==> src/rtl/ram_stream_reader_pkg.sv <==
// ram_stream_reader_pkg: shared state encoding and skid depth for the RAM stream reader
package ram_stream_reader_pkg;
    typedef enum logic [1:0] {IDLE, RUN, DRAIN, DONE} state_t;
    localparam int SKID_DEPTH = 2;
endpackage

==> src/rtl/ram_stream_reader_skid.sv <==
// stream_skid_buffer: 2-entry FIFO with valid/ready read side and occupancy output
module stream_skid_buffer
    import ram_stream_reader_pkg::*;
#(
    parameter int W = 33
) (
    input  logic         clk,
    input  logic         reset,
    input  logic         push,
    input  logic [W-1:0] din,
    output logic [W-1:0] dout,
    output logic         valid,
    input  logic         ready,
    output logic [1:0]   occupancy
);
    logic [W-1:0] e0, e1;
    logic         pop;
    assign pop       = valid && ready;
    assign valid     = occupancy != 2'd0;
    assign dout      = e0;
    always_ff @(posedge clk or negedge reset)
        if (!reset) begin
            e0        <= '0;
            e1        <= '0;
            occupancy <= 2'd0;
        end else begin
            occupancy <= occupancy + {1'b0, push} - {1'b0, pop};
            if (push && (occupancy == 2'd0 || (occupancy == 2'd1 && pop)))
                e0 <= din;
            else if (pop && occupancy == 2'(SKID_DEPTH))
                e0 <= e1;
            if (push && ((occupancy == 2'd1 && !pop) || (occupancy == 2'd2 && pop)))
                e1 <= din;
        end
endmodule

==> src/rtl/ram_stream_reader.sv <==
// ram_stream_reader: sweeps a RAM read port and delivers words on a valid/ready stream
module ram_stream_reader
    import ram_stream_reader_pkg::*;
#(
    parameter int WIDTH = 32,
    parameter int DEPTH = 10,
    parameter int WORDS = 1024
) (
    input  logic             clk,
    input  logic             reset,
    input  logic             start,
    input  logic [31:0]      base_addr,
    input  logic [31:0]      count,
    output logic             busy,
    output logic             done,
    output logic [31:0]      length,
    output logic [31:0]      raddress_b,
    input  logic [WIDTH-1:0] dout_b,
    output logic [WIDTH-1:0] m_data,
    output logic             m_valid,
    output logic             m_last,
    input  logic             m_ready
);
    state_t           state;
    logic [DEPTH-1:0] raddr;
    logic [31:0]      rem_issue;
    logic             inflight, inflight_last, issue;
    logic [1:0]       occ, pending;
    assign length     = 32'(WORDS);
    assign raddress_b = {{(32-DEPTH){1'b0}}, raddr};
    assign pending    = occ + {1'b0, inflight};
    // words already owed to the buffer must fit, counting the slot freed by a pop this cycle
    assign issue      = state == RUN && rem_issue != 32'd0 &&
                        (pending < 2'(SKID_DEPTH) || (m_valid && m_ready));
    stream_skid_buffer #(.W(WIDTH + 1)) u_skid (
        .clk       (clk),
        .reset     (reset),
        .push      (inflight),
        .din       ({inflight_last, dout_b}),
        .dout      ({m_last, m_data}),
        .valid     (m_valid),
        .ready     (m_ready),
        .occupancy (occ)
    );
    always_ff @(posedge clk or negedge reset)
        if (!reset) begin
            state         <= IDLE;
            busy          <= 1'b0;
            done          <= 1'b0;
            raddr         <= '0;
            rem_issue     <= '0;
            inflight      <= 1'b0;
            inflight_last <= 1'b0;
        end else begin
            done          <= 1'b0;
            inflight      <= issue;
            inflight_last <= issue && rem_issue == 32'd1;
            if (issue) begin
                raddr     <= raddr + DEPTH'(1);
                rem_issue <= rem_issue - 32'd1;
            end
            case (state)
                IDLE:
                    if (start) begin
                        busy      <= 1'b1;
                        raddr     <= base_addr[DEPTH-1:0];
                        rem_issue <= count;
                        state     <= count == 32'd0 ? DONE : RUN;
                        done      <= count == 32'd0;
                    end
                RUN:
                    if (issue && rem_issue == 32'd1) state <= DRAIN;
                DRAIN:
                    if (m_valid && m_ready && m_last) begin
                        state <= DONE;
                        done  <= 1'b1;
                    end
                DONE: begin
                    state <= IDLE;
                    busy  <= 1'b0;
                end
            endcase
        end
endmodule

==> config.mk <==
export PLATFORM = sky130hd
export DESIGN_NAME = ram_stream_reader
export DESIGN_NICKNAME = d
export VERILOG_FILES = /design/src/rtl/ram_stream_reader_pkg.sv /design/src/rtl/ram_stream_reader_skid.sv /design/src/rtl/ram_stream_reader.sv
export SDC_FILE = /design/constraint.sdc
export NUM_CORES = 1
export LEC_CHECK = 0
export ABC_AREA = 1
export BUFFER_PORTS_ARGS = -buffer_cell sky130_fd_sc_hd__buf_2
export CAP_MARGIN = 20
export CORE_ASPECT_RATIO = 0.9
export CORE_MARGIN = 2
export CORE_UTILIZATION = 25
export DETAILED_ROUTE_END_ITERATION = 8
export PLACE_DENSITY = 0.52
export SYNTH_ARGS = -nofsm -noshare
export SYNTH_HDL_FRONTEND = slang
export SYNTH_HIERARCHICAL = 1
export SYNTH_SLANG_ARGS = --single-unit
==> constraint.sdc <==
create_clock -name clk -period 2.55 [get_ports clk]
set_input_delay 0.51 -clock clk [delete_from_list [all_inputs] [get_ports clk]]
set_output_delay 0.51 -clock clk [all_outputs]
set_load 0.01 [all_outputs]
==> results, run 1 <==
- The number of design-rule violations left by the first detailed-router iteration is 373.
- The final period utilization is 80.1%.
- Counting every instance in the synthesized netlist gives 1175.
- The initial utilization of the core area, before any placement, comes to 25.2%.
- The via count is 7504.
- The H-tree was split into 4 levels.
- The number of synthesized register bits is 116.
- The post-synthesis average cell area is 6.81 um^2.
- The total overflow left after global routing is 0.
- At the end of the flow, the number of nets in the layout was 1390.
- Walking the worst path, the cells encountered are inv_1 -> ha_1 -> inv_1 -> nor2_1 -> nand2_2 -> nor2_4 -> nand2_4 -> nand2_4 -> nand2_1 -> nand3_1 -> o21ai_1 -> inv_1.
- The switching part of the total is 46.3%.
- The count of pins over their slew limit came to 0.
- After routing the design area is 9390 um^2.
- Once the clock tree was built, the resizer swapped 0 gates to a different size.
- The via count of the first global-routing pass is 7047.
- The average wire length per cell after detail routing is 13.7 um.
- The share of the core filled with cells is 29.6%.
- The count of hold buffers inserted by post-cts repair is 0.
- The number of buffers on the longest clock path is 2.
- During placement, the flow inserted port buffers numbering 123.
- The global-route wire length before repair is 37.8 mm.
- The multi-input logic area is 3960 um^2.
- The count of pins on the block boundary is 200.
- Timing would allow up to 0.489 GHz.
- The core region is 31700 um^2.
- Among the stages of the critical path, the cell type that occurs most often is sky130_fd_sc_hd__inv_1.
- Hold is met by 0.120 ns.
- The count of antenna diodes in the layout is 0.
- Setup repair after global routing left no endpoint under its margin.
- STA classifies the critical path endpoint as a register.
- The power dissipated by switching net loads is 5.30 mW.
- Combinational logic burns 48.7% of the power.
- The die width is 193 um.
- At the placement stage, the worst setup path has a slack of 0.491 ns.
- The data arrival time of the worst path is 2.41 ns.
- Data on the critical path is required at its endpoint by 2.92 ns.
- The detailed-routing iteration count for the pre-antenna-repair pass is 5.
- The worst-path cell with the longest stage delay is sky130_fd_sc_hd__dfrtp_1.
- The overall power of the completed layout is 11.4 mW.
- The post-route netlist has 16.6% of its cells at a drive strength greater than 1.
- After clock tree synthesis, the setup repair step added 0 buffers.
- The post-DP HPWL is 16.2 mm.
- TritonCTS built the clock tree.
- IR analysis of the VDD net gives a maximum drop of 509 uV.
- The smallest setup slack after layout is 0.507 ns.
- The final period demand of the worst path is 2.04 ns.
- Clock tree synthesis inserted a total of 17 buffers.
- The critical path in this run is classified as register to register.
- The power density over cell area is 1220 nW/um^2.
- Max-cap violations in this run came to 0.
- The slew at the pin with the worst max-slew slack is 0.680 ns.
- The number of standard cells in the final layout excluding fillers is 1710.
- The number of antenna violations at the first check in global routing is 0.
- The final-report hold violation count is 0.
- The leading cell type in the layout, fill and taps excluded is sky130_fd_sc_hd__nand2_1.
- The number of warnings issued by yosys is 6.
- The total standard cell area after synthesis is 8000 um^2.
- The die is 174 um tall.
- Wires add up to 23.5 mm.
- The die covers 33500 um^2.
- In this run the clock root is driven by a sky130_fd_sc_hd__clkbuf_16.
- For this run, the register share of the synthesized area comes to 36.3%.
- The clock insertion delay at the later pin of the skew report is 0.43 ns.
- The largest stage delay on the critical path is 0.41 ns.
- The largest clock skew in the final design is 0.00817 ns.
- The overall routing resource usage is 14.3%.
- Setup violations remaining at the end of the flow were counted as 0.
- In this run the worst hold path is classified as primary input to async pin.
- The placed instance area is 8820 um^2.
- In the routed layout, each cell is associated on average with a via count of 4.39.
- The worst setup path is launched from a register.
- The worst slew margin relative to its limit is 54.7%.
- The final total negative setup slack is 0 ns.
- The weighted congestion reported at the end of routability-driven placement is 0.869.
- The share of total power dissipated in the clock network is 20.4%.
- The cell-internal power is 6.14 mW.
- The number of placed instances, taps included, is 1678.
- The maximum number of pins on one net before global-route repair is 76.
- The distinct cell type count after synthesis is 33.
- Along the worst path, the maximum fanout reaches 39.
- The cell leakage power is 5.04 nW.
- The run finished with clean final reports.
- After clock tree synthesis, the clock-pin slew on the worst setup and hold paths is 0.06 ns.
- The total area of sequential cells is 2900 um^2.
- For this run, design rule violations remaining after detail routing come to 0.
- In the layout the commonest cells are sky130_fd_sc_hd__nand2_1 (391), sky130_fd_sc_hd__inv_1 (152), sky130_fd_sc_hd__buf_2 (122), sky130_fd_sc_hd__dfrtp_1 (115), sky130_fd_sc_hd__nand4_1 (111).
- After floorplanning, the core was divided into 62 placement rows.
- Counting the fill cells in the layout gives 3508.
- In this run, flip-flops and latches consume 31.0% of the power.
- The clock drives 116 sinks.
- Once detail routing completed, the nets flagged for antenna violations numbered 0.
- The relative area change from synthesis to final layout is 17.3%.
path summary, 6_finish.rpt:
check / end / cells after the start / slack, ns / startpoint
min in group clk: raddr[8] / 3 / 0.29 / base_addr[8]
hold / removal: u_skid/e1[7] / 2 / 0.12 / reset
hold reg to reg: u_skid/e1[11] / 2 / 0.47 / u_skid/e1[11]
setup reg to reg: rem_issue[9] / 12 / 0.51 / rem_issue[0]
setup / recovery: rem_issue[9] / 12 / 0.51 / rem_issue[0]
max in group asynchronous: u_skid/e1[27] / 2 / 1.98 / reset
layout make-up:
class,count,area share (%)
multi-input cells,836,42.2
flip-flops and latches,116,30.9
repair buffers,149,8.80
inverters,161,6.44
well taps,416,5.55
clock buffers,18,4.68
clock inverters,14,1.37
kinds of logic (layout without fill, tap and decap cells):
kind of cell               Yosys count  in the layout  synth area share (%)
AOI/OAI and AO/OA                   36             36                  2.52
other                                2             54                0.0938
buffers and inverters              275            342                  16.7
xor gates and xnor gates            16             16                  1.75
adders and majority gates            9              9                  1.41
and+or+nand+nor                    721            721                  41.3
DFF                                116            116                  36.3
sequential cells by signal, summed over array words and instances (netlist names):
| register | cells |
|---|---|
| u_skid/dout | 33 |
| u_skid/occupancy | 2 |
| u_skid/e1 | 33 |
| rem_issue | 32 |
| busy | 1 |
| inflight | 1 |
| state | 2 |
| done | 1 |
| raddr | 10 |
| inflight_last | 1 |
power by group through the flow:
stage | logic (mW) | clock network, mW | registers (mW)
after floorplan | 4.07 | 0 | 3.55
after global placement | 5.55 | 0 | 3.54
after detailed placement | 5.60 | 0 | 3.56
after CTS | 5.62 | 2.41 | 3.54
after global routing | 6.43 | 2.49 | 3.68
final | 5.56 | 2.33 | 3.54
worst max-delay path, delay by kind of cell, from the launching register on:
family,cells,cell delay (ns)
AO/OA/AOI/OAI,1,0.08
adder cells (fa/ha/maj),1,0.16
buffers and inverters,3,0.23
flip-flops,1,0.41
AND/OR/NAND/NOR,7,1.10
synth_stat cells:
cell type                  count  area (um^2)
sky130_fd_sc_hd__nand2_2       9         56.3
sky130_fd_sc_hd__nand2_1     392         1470
sky130_fd_sc_hd__o21ai_1      11         55.1
sky130_fd_sc_hd__xor2_1        5         43.8
sky130_fd_sc_hd__nor3_1        2         10.0
sky130_fd_sc_hd__inv_1       152          571
sky130_fd_sc_hd__dfrtp_1     116         2900
sky130_fd_sc_hd__xnor2_1      11         96.3
sky130_fd_sc_hd__nor2_4        2         22.5
sky130_fd_sc_hd__o21bai_1      1         7.51
sky130_fd_sc_hd__nand4_1     111          694
sky130_fd_sc_hd__inv_2         8         30.0
sky130_fd_sc_hd__nor2_1       89          334
sky130_fd_sc_hd__a31oi_2       2         25.0
sky130_fd_sc_hd__nand3_4       1         17.5
sky130_fd_sc_hd__a21oi_2       1         8.76
sky130_fd_sc_hd__a21oi_1       4         20.0
sky130_fd_sc_hd__buf_8         2         30.0
sky130_fd_sc_hd__clkbuf_1     18         67.6
sky130_fd_sc_hd__nand3b_1     35          263
sky130_fd_sc_hd__nand3_1      71          355
sky130_fd_sc_hd__buf_1         8         30.0
sky130_fd_sc_hd__clkinv_1      1         3.75
sky130_fd_sc_hd__nand2_4       3         33.8
sky130_fd_sc_hd__ha_1          9          113
sky130_fd_sc_hd__or2_2         3         18.8
sky130_fd_sc_hd__o21ai_0      17         85.1
sky130_fd_sc_hd__buf_2        24          120
sky130_fd_sc_hd__buf_6         5         56.3
sky130_fd_sc_hd__nand3_2       2         20.0
sky130_fd_sc_hd__nor2_2        1         6.26
sky130_fd_sc_hd__conb_1        2         7.51
sky130_fd_sc_hd__buf_4        57          428
metal layers:
metal	track usage, %	share of wire, %	vias up	wire, um
met4	2.83	0.59	0	138
met3	3.00	6.0	10	1400
li1	-	-	3822	-
met5	0	0	-	0
met2	23.6	47	216	11100
met1	19.3	46	3456	10900
(Power assumes the default switching activity.)
==> run 2, diff against run 1 <==
ABC_AREA = 0   (was 1)
PLACE_DENSITY = 0.55   (was 0.52)
clock period = 1.79 ns   (was 2.55 ns; I/O delays follow)
==> results, run 2 <==
- The number of buffers on the longest clock path was 2 (unchanged).
- The die width is 172 um (-11%).
- The number of placement rows was 55 (-11%).
- The maximum number of pins on one net before global-route repair is 38 (-50%).
- The core area was 25100 um^2 (-21%).
- The main flop type after synthesis is sky130_fd_sc_hd__dfrtp_1.
- The final-report hold violation count is 0 (unchanged).
- The number of standard cells in the final layout excluding fillers came to 1148 (-33%).
- The total congestion overflow is 0 (unchanged).
- The final period utilization was 158% (+78 points).
- The total standard cell area after synthesis came to 6370 um^2 (-20%).
- The worst setup path is captured at a register.
- The largest clock skew in the final design is 0.00765 ns (-0.000514 ns).
- The area growth from synthesis to layout is 42.7%.
- The data required time of the critical path came to 2.13 ns (-0.79 ns).
- The number of synthesized register bits is 116 (unchanged).
- By count the netlist is led by sky130_fd_sc_hd__dfrtp_1 (116), sky130_fd_sc_hd__mux2_2 (69), sky130_fd_sc_hd__buf_4 (54).
- The overall power of the completed layout is 15.6 mW (+36%).
- The fraction of synthesized cell area in xor and xnor cells came to 5.22% (+3.5 points).
- The startpoint of the lowest-slack register-to-register path is rem_issue[13].
- The largest driver fanout on the critical path was 2 (-95%).
- The leading cell type in the layout, fill and taps excluded is sky130_fd_sc_hd__buf_2.
- The layout filler cell count came to 2511 (-28%).
- The path class of the tightest hold or removal check is primary input to register.
- The count of pins over their slew limit was 0 (unchanged).
- The via count of the first global-routing pass was 4986 (-29%).
- The worst setup path is launched from a register.
- The proportion of netlist area held by the largest area contributor is 45.6% (+9.3 points).
- sky130_fd_sc_hd__dfrtp_1 is the most common cell in the netlist.
- The checks that failed: setup timing.
- The final period demand of the worst path is 2.83 ns (+0.784 ns).
- The fraction of the yosys area taken by sequential cells is 45.6% (+9.3 points).
- The max-cap violation count was 0 (unchanged).
- The clock buffer count from CTS is 17 (unchanged).
- The worst-case vdd ir drop was 644 uV (+27%).
- The power density over cell area came to 1710 nW/um^2 (+41%).
- The cell leakage power came to 4.15 nW (-18%).
- The achievable clock frequency is 0.354 GHz (-28%).
- The worst hold margin came to 0.149 ns (+0.0288 ns).
- The overall routing resource usage is 12.5% (-1.8 points).
- The number of design-rule violations left by the first detailed-router iteration came to 209 (-44%).
- The initial standard-cell utilization of the core was 25.4% (+0.13 points).
- The final total negative setup slack is -39.09 ns (-39.09 ns).
- The number of warnings issued by yosys was 6 (unchanged).
- The weighted congestion reported at the end of routability-driven placement is 0.743 (-14%).
- The count of pins on the block boundary is 200 (unchanged).
- The average wire length per cell after detail routing is 14.7 um (+6.8%).
- The flow ran to the end, but the final reports show violations.
- The dominant combinational cell family by area after synthesis is multiplexers.
- The sum of routed wire length over all layers is 16.8 mm (-28%).
- The post-synthesis average cell area is 11.3 um^2 (+66%).
- The count of antenna diodes in the layout was 0 (unchanged).
- The placed instance area is 7910 um^2 (-10%).
- The floorplan die area is 26800 um^2 (-20%).
- The cell total after placement was 1096 (-35%).
- The global-route wire length before repair is 25.7 mm (-32%).
- The async set-or-reset flop fraction in the synthesized netlist is 100% (unchanged).
- The worst slew margin relative to its limit is 64.4% (+9.7 points).
- The post-DP HPWL came to 11.9 mm (-26%).
- The number of enable flip-flop cells after synthesis came to 0 (unchanged).
- The share of synthesized area spent on multiplexers came to 19.7% (+20 points).
- The post-synthesis cell count is 564 (-52%).
- The die extent in y is 155 um (-11%).
- The post-synthesis compound-gate area fraction is 5.42% (+2.9 points).
- The fraction of the mapped netlist area in adder cells came to 1.77% (+0.36 points).
- The detailed-routing iteration count for the pre-antenna-repair pass is 4 (-1).
- The residual antenna-violating net count after detailed routing is 0 (unchanged).
- The count of buffers inserted at the top-level ports was 123 (unchanged).
- In this run the worst setup path begins at rem_issue[13].
- The TritonCTS clock tree is built.
- The share of layout cells above drive strength 1 came to 52.5% (+36 points).
- The number of antenna violations at the first check in global routing is 0 (unchanged).
- The post-CTS clock slew at the launch and capture registers of the worst setup and hold paths is 0.06 ns (about the same).
- The smallest setup slack after layout is -1.04 ns (-1.54 ns).
- The cell taking the most area after synthesis is sky130_fd_sc_hd__dfrtp_1.
- The cell sitting at the root of the clock tree is a sky130_fd_sc_hd__clkbuf_16.
- In the post-synthesis netlist, the biggest area contributors are sky130_fd_sc_hd__dfrtp_1 (46%), sky130_fd_sc_hd__mux2_2 (12%), sky130_fd_sc_hd__mux2_4 (7.1%).
- The net count of the finished layout came to 902 (-35%).
- The distinct cell type count after synthesis was 50 (+52%).
- The via density per instance is 4.20 (-4.2%).
- The slew at the pin with the worst max-slew slack is 0.530 ns (-0.149 ns).
- In the layout the commonest cells are sky130_fd_sc_hd__buf_2 (122), sky130_fd_sc_hd__dfrtp_1 (116), sky130_fd_sc_hd__buf_4 (81), sky130_fd_sc_hd__mux2_2 (69), sky130_fd_sc_hd__conb_1 (54).
- The worst min-delay path startpoint is base_addr[0].
- The total clock sinks is 116 (unchanged).
- The number of DRC violations after detailed routing was 0 (unchanged).
- The via count was 4827 (-36%).
- The design area is 9090 um^2 (-3.1%).
- The critical path class is register to register.
- The simple-gate portion of the synthesized area came to 12.8% (-28 points).
- The data arrival time of the worst path was 3.17 ns (+0.76 ns).
- The number of levels the H-tree was split into is 4 (unchanged).
- The total of endpoints with negative setup slack in the final report came to 66 (+66).
- Setup repair after global routing could not meet its margin everywhere.
- The clock insertion delay at the later pin of the skew report is 0.42 ns (about the same).
[run 2: cell types whose count changed after synthesis, sizes merged, moves of 14 or more]
cell	before	now
buf	96	67
inv	160	8
mux2	0	99
nand2	404	44
nand3	74	8
nand3b	35	3
nand4	111	4
nor2	92	27
nor4	0	22
or4	0	14
xnor2	11	28
[run 2: metal layers]
metal	track usage [%]	part of all wire (%)
met5	0	0
met4	4.64	1.1
met3	2.98	5.7
met2	20.6	48
met1	16.0	46
[run 2: critical path, cell delays in order, from the launching register on]
cell,delay [ns]
sky130_fd_sc_hd__dfrtp_1,0.38
sky130_fd_sc_hd__or4_4,0.54
sky130_fd_sc_hd__or4_4,0.50
sky130_fd_sc_hd__or4_4,0.53
sky130_fd_sc_hd__o41a_1,0.36
sky130_fd_sc_hd__a221oi_2,0.24
sky130_fd_sc_hd__mux2i_1,0.21
[run 2: what timing repair did]
action,CTS,global route
cloned,3,2
pin swaps,16,48
hold endpoints to repair,32,0
gates resized for setup,50,42
endpoints found under the setup margin,50,79
buffers inserted,8,7
hold buffers,1,0
[run 2: final cells by class]
class	instances	area (um^2)	area share, %
Clock buffer	18	429	4.72
Clock inverter	14	179	1.97
Multi-Input combinational cell	415	3430	37.8
Tap cell	342	428	4.71
Timing Repair inverter	1	7.51	0.0826
Sequential cell	116	2900	31.9
Inverter	8	32.5	0.358
Timing Repair Buffer	234	1680	18.5
[run 2: cell families (layout without fill, tap and decap cells)]
kind of cell	count (synthesis)	count (layout)
buffers and inverters	85	275
adders and majority gates	9	9
DFF	116	116
AOI/OAI and AO/OA	57	57
other	2	54
muxes	102	102
and+or+nand+nor	155	155
xor gates and xnor gates	38	38
[run 2: worst paths after layout]
| kind | end | slack (ns) | cells past startpoint |
|---|---|---|---|
| worst max-delay path | state[1] | -1.04 | 6 |
| worst min-delay path | raddr[0] | 0.15 | 3 |
| max in group asynchronous | rem_issue[21] | 0.72 | 3 |
| min in group asynchronous | u_skid/e1[25] | 0.47 | 2 |
| worst max register to register | state[1] | -1.04 | 6 |
| worst min register to register | u_skid/e1[32] | 0.50 | 1 |
[run 2: per-stage QoR]
step                worst slack [ns]  util [%]
detailed placement             -1.03      31.5
CTS                            -1.05      35.1
global route                   -1.16      36.2
floorplan                      -1.10         -
global placement               -1.01      31.5
finish                         -1.04      36.2
[run 2: where the power goes]
part / leakage [nW] / total (mW) / switching (mW) / internal (mW)
Combinational: 2.46 / 7.44 / 3.32 / 4.12
Clock: 0.292 / 3.51 / 1.31 / 2.20
Sequential: 1.40 / 4.61 / 0.705 / 3.91
==> run 3, diff against run 2 <==
SKIP_CTS_REPAIR_TIMING = 1   (was not set)
==> results, run 3 (synthesis gave the netlist of run 2 again) <==
- The final-report hold violation count is 0 (unchanged).
- The cell sitting at the root of the clock tree is a sky130_fd_sc_hd__clkbuf_16.
- The via density per instance is 4.26 (+1.2%).
- The weighted congestion reported at the end of routability-driven placement is 0.743 (unchanged).
- The final total negative setup slack was -37.46 ns (+1.64 ns).
- The final period demand of the worst path is 2.84 ns (+0.00919 ns).
- The power dissipated by switching net loads is 5.36 mW (+0.32%).
- The cell leakage power is 4.14 nW (-0.22%).
- The critical path goes through or4_4 -> or4_4 -> or4_4 -> o41a_1 -> a221oi_2 -> mux2i_1.
- The sum of routed wire length over all layers was 16.9 mm (+0.55%).
- The smallest setup slack after layout was -1.05 ns (-0.00919 ns).
- The count of antenna diodes in the layout is 0 (unchanged).
- The largest stage delay on the critical path is 0.54 ns (about the same).
- The type of the worst min-delay path is primary input to register.
- The overall routing resource usage came to 12.1% (-0.39 points).
- The relative area change from synthesis to final layout came to 42.6% (about the same).
- The largest driver fanout on the critical path came to 2 (unchanged).
- The number of levels the H-tree was split into came to 4 (unchanged).
- The worst slew margin relative to its limit was 65.2% (+0.74 points).
- The data arrival time of the worst path came to 3.17 ns (about the same).
- The clock insertion delay at the later pin of the skew report is 0.42 ns (about the same).
- STA classifies the critical path startpoint as a register.
- The residual antenna-violating net count after detailed routing is 0 (unchanged).
- The combinational fraction of design power was 47.8% (about the same).
- The TritonCTS clock tree is built.
- The switching part of the total is 34.5% (+0.17 points).
- The core area was 25100 um^2 (unchanged).
- The clock buffer count from CTS is 17 (unchanged).
- The library cells used most frequently in the layout, excluding fill and tap cells, are sky130_fd_sc_hd__buf_2 (122), sky130_fd_sc_hd__dfrtp_1 (116), sky130_fd_sc_hd__buf_4 (78), sky130_fd_sc_hd__mux2_2 (69), sky130_fd_sc_hd__conb_1 (54).
- The worst-path cell with the longest stage delay is sky130_fd_sc_hd__or4_4.
- The global-route wire length before repair is 25.0 mm (-3.0%).
- The post-DP HPWL is 11.9 mm (unchanged).
- The die extent in y was 155 um (unchanged).
- The count of pins on the block boundary is 200 (unchanged).
- The die width was 172 um (unchanged).
- The number of design-rule violations left by the first detailed-router iteration is 240 (+15%).
- The pre-CTS setup slack came to -1.03 ns (unchanged).
- Setup repair after global routing could not meet its margin everywhere.
- The worst-case vdd ir drop came to 661 uV (+2.7%).
- The count of buffering cells on the critical path with inverters included was 0 (unchanged).
- In this design, the critical path's most frequently occurring cell is sky130_fd_sc_hd__or4_4.
- The leading cell type in the layout, fill and taps excluded is sky130_fd_sc_hd__buf_2.
- The max-cap violation count is 0 (unchanged).
- The largest clock skew in the final design is 0.00675 ns (-0.000909 ns).
- The count of pins over their slew limit is 0 (unchanged).
- The via count of the first global-routing pass is 4838 (-3.0%).
- The cell-internal power is 10.2 mW (-0.44%).
- The share of layout cells above drive strength 1 is 52.3% (-0.17 points).
- The achievable clock frequency was 0.353 GHz (-0.32%).
- The share of total power in the clock network is 22.5% (about the same).
- The total congestion overflow is 0 (unchanged).
- The total clock sinks is 116 (unchanged).
- The number of placement rows came to 55 (unchanged).
- The floorplan die area was 26800 um^2 (unchanged).
- The number of DRC violations after detailed routing came to 0 (unchanged).
- The slew at the pin with the worst max-slew slack is 0.518 ns (-0.0127 ns).
- The count of buffers inserted at the top-level ports is 123 (unchanged).
- The final period utilization was 158% (+0.51 points).
- The sort of element at the end of the critical path is a register.
- The flow ran to the end, but the final reports show violations.
- The via count is 4864 (+0.77%).
- The number of antenna violations at the first check in global routing is 0 (unchanged).
- The average wire length per cell after detail routing is 14.8 um (+0.99%).
- The total of endpoints with negative setup slack in the final report is 56 (-15%).
- The initial standard-cell utilization of the core came to 25.4% (unchanged).
- The net count of the finished layout is 897 (-0.55%).
- The detailed-routing iteration count for the pre-antenna-repair pass is 4 (unchanged).
- The register share of total power is 29.7% (about the same).
- The top cell family by delay on the critical path is simple AND/OR/NAND/NOR gates.
- The worst setup path is of the register to register kind.
- The checks that failed: setup timing.
- The number of buffers on the longest clock path was 2 (unchanged).
- The power density over cell area is 1710 nW/um^2 (about the same).
- The post-CTS clock slew at the launch and capture registers of the worst setup and hold paths is 0.06 ns (about the same).
- The data required time of the critical path was 2.13 ns (about the same).
- The maximum number of pins on one net before global-route repair is 38 (unchanged).
==> run 3: changes by cell type in the layout (fill, tap and decap cells not counted), sizes merged <==
cell	change
buf	-4
clkinvlp	-1
inv	-1
clkinv	+1
==> run 3: routing by layer <==
layer  share of wire (%)  vias to the layer above  track usage (%)
met5                   0                        -                0
met4                0.99                        0             4.28
met3                 5.8                       15             3.05
met2                  48                      136             19.9
met1                  45                     2364             15.6
li1                    -                     2349                -
==> run 3: final cells by class <==
cell class	instances	area (um^2)
fill	2522	16000
sequential	116	2900
multi-input combinational	415	3470
inverter	8	35.0
timing repair buffer	230	1630
clock buffer	18	429
tap	342	428
clock inverter	14	179
==> run 3: metrics by stage <==
| stage | util (%) | total power [mW] | hold slack [ns] | instances | area (um^2) |
|---|---|---|---|---|---|
| 2_1_floorplan | - | 8.72 | 0.0624 | 616 | 6670 |
| 3_3_place_gp | 31.5 | 11.2 | 0.383 | 1096 | 7910 |
| 3_5_place_dp | 31.5 | 11.3 | 0.377 | 1096 | 7910 |
| 4_1_cts | 33.9 | 14.9 | -0.0754 | 1128 | 8520 |
| 5_1_grt | 36.2 | 16.6 | 0.149 | 1143 | 9080 |
| 6_report | 36.2 | 15.5 | 0.151 | 1143 | 9080 |
==> run 3: final timing paths <==
path                          startpoint       endpoint  slack, ns  cells past startpoint
min in group asynchronous          reset  u_skid/e1[20]       0.47                      2
min                         base_addr[0]       raddr[0]       0.15                      3
max                        rem_issue[13]       state[1]      -1.05                      6
max reg2reg                rem_issue[13]       state[1]      -1.05                      6
min reg2reg                inflight_last  u_skid/e1[32]       0.50                      1
max in group asynchronous          reset  rem_issue[21]       0.71                      3
==> run 3: tightest hold or removal path: cells and delay by family <==
family | cells | cell delay [ns]
AOI/OAI and AO/OA | 1 | 0.06
buffers and inverters | 1 | 0.07
and+or+nand+nor | 1 | 0.04
==> run 3: power by group through the flow <==
stage                     logic (mW)  registers, mW  clock network (mW)
final                           7.42           4.61                3.50
after global routing            8.08           4.77                3.73
after CTS                       6.69           4.60                3.61
after detailed placement        6.66           4.64                   0
after global placement          6.57           4.59                   0
after floorplan                 3.77           4.95                   0
